### config.mk
export PLATFORM = sky130hd
export DESIGN_NAME = stack_cmd_frontend
export DESIGN_NICKNAME = d
export VERILOG_FILES = /design/src/rtl/stack_cmd_frontend.sv
export SDC_FILE = /design/constraint.sdc
export NUM_CORES = 1
export LEC_CHECK = 0
export ABC_CLOCK_PERIOD_IN_PS = 3900
export CAP_MARGIN = 40
export CORE_ASPECT_RATIO = 1.25
export CORE_MARGIN = 2
export CORE_UTILIZATION = 60
export DETAILED_ROUTE_END_ITERATION = 12
export DONT_BUFFER_PORTS = 1
export GPL_TIMING_DRIVEN = 1
export HOLD_SLACK_MARGIN = 0.12
export PLACE_DENSITY = 0.79
export SETUP_SLACK_MARGIN = 0.4
export SYNTH_ARGS = -nofsm -noshare
export SYNTH_HDL_FRONTEND = slang
export SYNTH_SLANG_ARGS = --single-unit
### constraint.sdc
create_clock -name clk -period 3.9 [get_ports clk]
set_input_delay 0.585 -clock clk [delete_from_list [all_inputs] [get_ports clk]]
set_output_delay 0.585 -clock clk [all_outputs]
set_load 0.005 [all_outputs]
### src/rtl/stack_cmd_frontend.sv
// Command front end for the push/pop stack: synchronizes and debounces the
// raw switches, issues fixed-length command pulses, and guards occupancy.
module stack_cmd_frontend #(
  parameter int DEBOUNCE_CYCLES = 16,
  parameter int CMD_CYCLES      = 2,
  parameter int DEPTH           = 256
) (
  input  logic       clk,
  input  logic       rst_n,
  input  logic       push_sw,
  input  logic       pop_sw,
  input  logic [7:0] data_sw,
  output logic       push_o,
  output logic       pop_o,
  output logic [7:0] data_o,
  output logic       busy_o,
  output logic       reject_o,
  output logic       full_o,
  output logic       empty_o
);

  localparam int OCC_W = $clog2(DEPTH) + 1;
  localparam int DB_W  = $clog2(DEBOUNCE_CYCLES) + 1;
  localparam int CNT_W = $clog2(CMD_CYCLES) + 1;
  localparam logic [DB_W-1:0]  DB_MAX  = DB_W'(DEBOUNCE_CYCLES - 1);
  localparam logic [CNT_W-1:0] CMD_MAX = CNT_W'(CMD_CYCLES - 1);
  localparam logic [OCC_W-1:0] OCC_FULL = OCC_W'(DEPTH);

  typedef enum logic [1:0] {IDLE, ACT, GAP} state_t;

  // Bit 0 carries the push switch, bit 1 the pop switch throughout.
  logic [1:0]           sw_raw;
  logic [1:0]           sync1_q, sync2_q;
  logic [1:0]           stable_q, stable_d, stable_prev_q;
  logic [1:0][DB_W-1:0] db_cnt_q, db_cnt_d;
  logic [1:0]           pend_q, pend_d, clr, rise;

  state_t           state_q, state_d;
  logic [CNT_W-1:0] cnt_q, cnt_d;
  logic             push_q, push_d, pop_q, pop_d, reject_q, reject_d;
  logic [7:0]       data_q, data_d;
  logic [OCC_W-1:0] occ_q, occ_d;

  assign sw_raw = {pop_sw, push_sw};
  assign rise   = stable_q & ~stable_prev_q;

  always_comb begin
    stable_d = stable_q;
    db_cnt_d = '0;
    for (int i = 0; i < 2; i++) begin
      if (sync2_q[i] != stable_q[i]) begin
        if (db_cnt_q[i] == DB_MAX) begin
          stable_d[i] = sync2_q[i];
        end else begin
          db_cnt_d[i] = db_cnt_q[i] + DB_W'(1);
        end
      end
    end
  end

  always_comb begin
    state_d  = state_q;
    cnt_d    = cnt_q;
    push_d   = push_q;
    pop_d    = pop_q;
    data_d   = data_q;
    occ_d    = occ_q;
    reject_d = 1'b0;
    clr      = 2'b00;
    case (state_q)
      IDLE: begin
        if (pend_q == 2'b11) begin
          clr      = 2'b11;
          reject_d = 1'b1;
        end else if (pend_q[0]) begin
          clr[0] = 1'b1;
          if (full_o) begin
            reject_d = 1'b1;
          end else begin
            push_d  = 1'b1;
            data_d  = data_sw;
            cnt_d   = '0;
            state_d = ACT;
          end
        end else if (pend_q[1]) begin
          clr[1] = 1'b1;
          if (empty_o) begin
            reject_d = 1'b1;
          end else begin
            pop_d   = 1'b1;
            cnt_d   = '0;
            state_d = ACT;
          end
        end
      end
      ACT: begin
        if (cnt_q == CMD_MAX) begin
          push_d  = 1'b0;
          pop_d   = 1'b0;
          occ_d   = push_q ? occ_q + OCC_W'(1) : occ_q - OCC_W'(1);
          state_d = GAP;
        end else begin
          cnt_d = cnt_q + CNT_W'(1);
        end
      end
      GAP:     state_d = IDLE;
      default: state_d = IDLE;
    endcase
    // A new edge in the same cycle as a clear must not be lost.
    pend_d = (pend_q & ~clr) | rise;
  end

  always_ff @(posedge clk or negedge rst_n) begin
    if (!rst_n) begin
      sync1_q       <= '0;
      sync2_q       <= '0;
      stable_q      <= '0;
      stable_prev_q <= '0;
      db_cnt_q      <= '0;
      pend_q        <= '0;
      state_q       <= IDLE;
      cnt_q         <= '0;
      push_q        <= 1'b0;
      pop_q         <= 1'b0;
      data_q        <= '0;
      occ_q         <= '0;
      reject_q      <= 1'b0;
    end else begin
      sync1_q       <= sw_raw;
      sync2_q       <= sync1_q;
      stable_q      <= stable_d;
      stable_prev_q <= stable_q;
      db_cnt_q      <= db_cnt_d;
      pend_q        <= pend_d;
      state_q       <= state_d;
      cnt_q         <= cnt_d;
      push_q        <= push_d;
      pop_q         <= pop_d;
      data_q        <= data_d;
      occ_q         <= occ_d;
      reject_q      <= reject_d;
    end
  end

  assign push_o   = push_q;
  assign pop_o    = pop_q;
  assign data_o   = data_q;
  assign reject_o = reject_q;
  assign busy_o   = (state_q != IDLE);
  assign full_o   = (occ_q == OCC_FULL);
  assign empty_o  = (occ_q == '0);

endmodule

==> impl_metrics.tcl <==
set metrics [dict create \
    final_max_slew_viol_count 0 \
    worstMarginPinSlew_ns 0.611 \
    clk_path_buf_depth 2 \
    maxCapViolations 0 \
    ys_dominant_reg_cell "dfrtp_1" \
    drt-wirelength-per-cell_um 15.4 \
    path_max_fanout 3 \
    cts_tree "yes" \
    busiest_layer "met2" \
    drive_gt1_frac 0.116 \
    critPathLaunchType "flop" \
    htree_levels 2 \
    syn-num-nets 207 \
    r2r-end "occ_q[7]" \
    r2r_cells 7 \
    p_sw_frac 0.208 \
    p_leak_nw 1.10 \
    p_int_mw 0.616 \
    setup_viol 0 \
    cp.required_ns 3.31 \
    path_class "flop to output port" \
    io_pins 26 \
    cts_root_buf "clkbuf_8" \
    fp-row-count 23 \
    period_needed_ns 2.25 \
    worstPathArrival_ns 1.67 \
    r2r_start "push_o" \
    seq_area_frac_synth 0.527 \
    wl_um 3470 \
    avgSynthCellArea_um2 11.3 \
    use_met3 0.0556 \
    skew_ns 0.00209 \
    initial_core_util 0.637 \
    max_freq_mhz 444 \
    path_clk_slew_ns 0.07 \
    async_flop_share 1.00 \
    synth_cell_types 41 \
    fin_hold_ws_ns 0.134 \
    multi_input_comb_area_um2 935 \
    drtPass1Iterations 4 \
    final_nets 211 \
    yosysTopAreaCellShare 0.527 \
    drtIter0Drc 44 \
    die_h_um 70.0 \
    die_width_um 56.8 \
    netlist_area_mm2 0.00209 \
    ys_top_cells_by_count "44 x dfrtp_1, 14 x o21ai_0, 13 x nand2_1, 12 x xor2_1, 10 x ha_1" \
    met2_usage 0.345 \
    cts_setup_buffers 0 \
    vias_per_cell 5.99 \
    hp-class "input pin to async pin" \
    slew_headroom 0.592 \
    finalCritPeriodShare 0.577 \
    area_growth_pct 6.77 \
    grt_use_met1 0.233 \
    pwr-share-clk 0.368 \
    status "completed" \
    grt_pass1_wl_um 6240 \
    drc 0 \
    antenna_found_initial 0 \
    p_seq_frac 0.604 \
    cts_buffers 5 \
    diodes 0 \
    via_count 1354 \
    hpwlAfterDp_um 2550 \
    cts_resized 0 \
    seq_area_mm2 0.00110 \
    setup_tns_ns 0 \
    power_frac_comb 0.028 \
    fin_util 0.680 \
    grt_max_degree 45 \
    fill_cells 256 \
    gp_congestion 0.768 \
    yosysMostFrequentCell "dfrtp_1" \
    dieArea_mm2 0.00397 \
    synth_cells 184 \
    hold_viol 0 \
    placement.io_buffers 0 \
    grt_setup_unrepaired "false" \
    ys_ff_latch 44 \
    power_switching_mw 0.161 \
    synth_edf_count 0 \
    yosysWarnings 0 \
    grt_pass1_vias 1430 \
    endpoint_kind "output port" \
    coreArea_mm2 0.00328 \
    p_per_area_mw_per_mm2 349 \
    clk_latency_ns 0.29 \
    r2r_setup_slack_ns 1.70 \
    yosysTopAreaCell "dfrtp_1" \
    ant_nets 0 \
    ir_drop_uv 377 \
    grt_overflow_total 0 \
    synthTopCellsByArea "dfrtp_1 53%, ha_1 6.0%, xor2_1 5.0%" \
    numClockSinks 44 \
    grt_usage 0.202 \
]
## logic make-up after synthesis
kind of cell / count (synthesis) / synth area share
buf+inv: 13 / 0.0252
simple gates: 57 / 0.162
flops: 44 / 0.527
xor+xnor: 14 / 0.0587
compound gates: 35 / 0.101
mux: 10 / 0.0557
fa+ha+maj: 11 / 0.0695
## worst max-delay path, stage by stage (launching register included)
cell and delay, ns:
dfrtp_1 0.41, or4_4 0.58, nor3_1 0.39
## power groups by stage
stage               Combinational [mW]  Clock (mW)  Sequential (mW)
floorplan                      0.00901           0            0.477
global placement                0.0101           0            0.478
detailed placement              0.0115           0            0.479
CTS                             0.0228       0.295            0.470
global route                    0.0257       0.314            0.471
finish                          0.0216       0.286            0.470
## cell usage in the layout (no fill, tap or decap), drive strengths merged, types with 3 or more instances in the layout
| cell | instances |
|---|---|
| a21o | 3 |
| a21oi | 7 |
| and2 | 5 |
| clkbuf | 7 |
| dfrtp | 44 |
| ha | 10 |
| inv | 9 |
| mux2 | 10 |
| nand2 | 13 |
| nand2b | 4 |
| nand3 | 5 |
| nor2 | 9 |
| nor3 | 5 |
| nor4b | 3 |
| o21ai | 14 |
| xor2 | 12 |
## metal layers
metal  vias to the layer above  wire [um]  share of wire
met3                         6        168          0.048
met4                         0         70          0.020
met1                       657       1420           0.41
li1                        656          -              -
met2                        35       1810           0.52
met5                         -          0              0
## per-stage QoR
| step | cell area, um2 | power (mW) | instances | setup WS, ns |
|---|---|---|---|---|
| final | 2230 | 0.777 | 226 | 1.65 |
| after global placement | 2120 | 0.488 | 217 | 1.81 |
| after floorplan | 2090 | 0.486 | 184 | 1.99 |
| after CTS | 2230 | 0.788 | 226 | 1.64 |
| after detailed placement | 2120 | 0.490 | 217 | 1.70 |
| after global routing | 2230 | 0.810 | 226 | 1.41 |
## state kept, by name (all words and copies together), names as in the netlist, 2 cells and up
name and count:
sync1_q 2, sync2_q 2, stable_prev_q 2, db_cnt_q 10, occ_q 9, stable_q 2
data_o 8, state_q 2, cnt_q 2, pend_q 2
## layout make-up
| type | count | area share |
|---|---|---|
| Tap cell | 37 | 0.0208 |
| Clock inverter | 1 | 0.00337 |
| Timing Repair Buffer | 1 | 0.00898 |
| Sequential cell | 44 | 0.494 |
| Clock buffer | 7 | 0.0387 |
| Multi-Input combinational cell | 127 | 0.419 |
| Inverter | 9 | 0.0152 |
## how the worst max path moves through the flow
stage                     endpoint  cells after the start  slack (ns)  startpoint
after detailed placement  occ_q[7]                      7        1.70      push_o
after floorplan           occ_q[7]                      7        1.99      push_o
final                      empty_o                      2        1.65    occ_q[5]
after CTS                  empty_o                      2        1.64    occ_q[5]
after global routing      occ_q[8]                      8        1.41    cnt_q[1]
after global placement    occ_q[7]                      7        1.81      push_o
## what timing repair did
action,CTS,global route
hold endpoints to repair,44,0
hold buffers,1,0
setup endpoints to repair,0,0
Power figures use the tool's default switching activity.
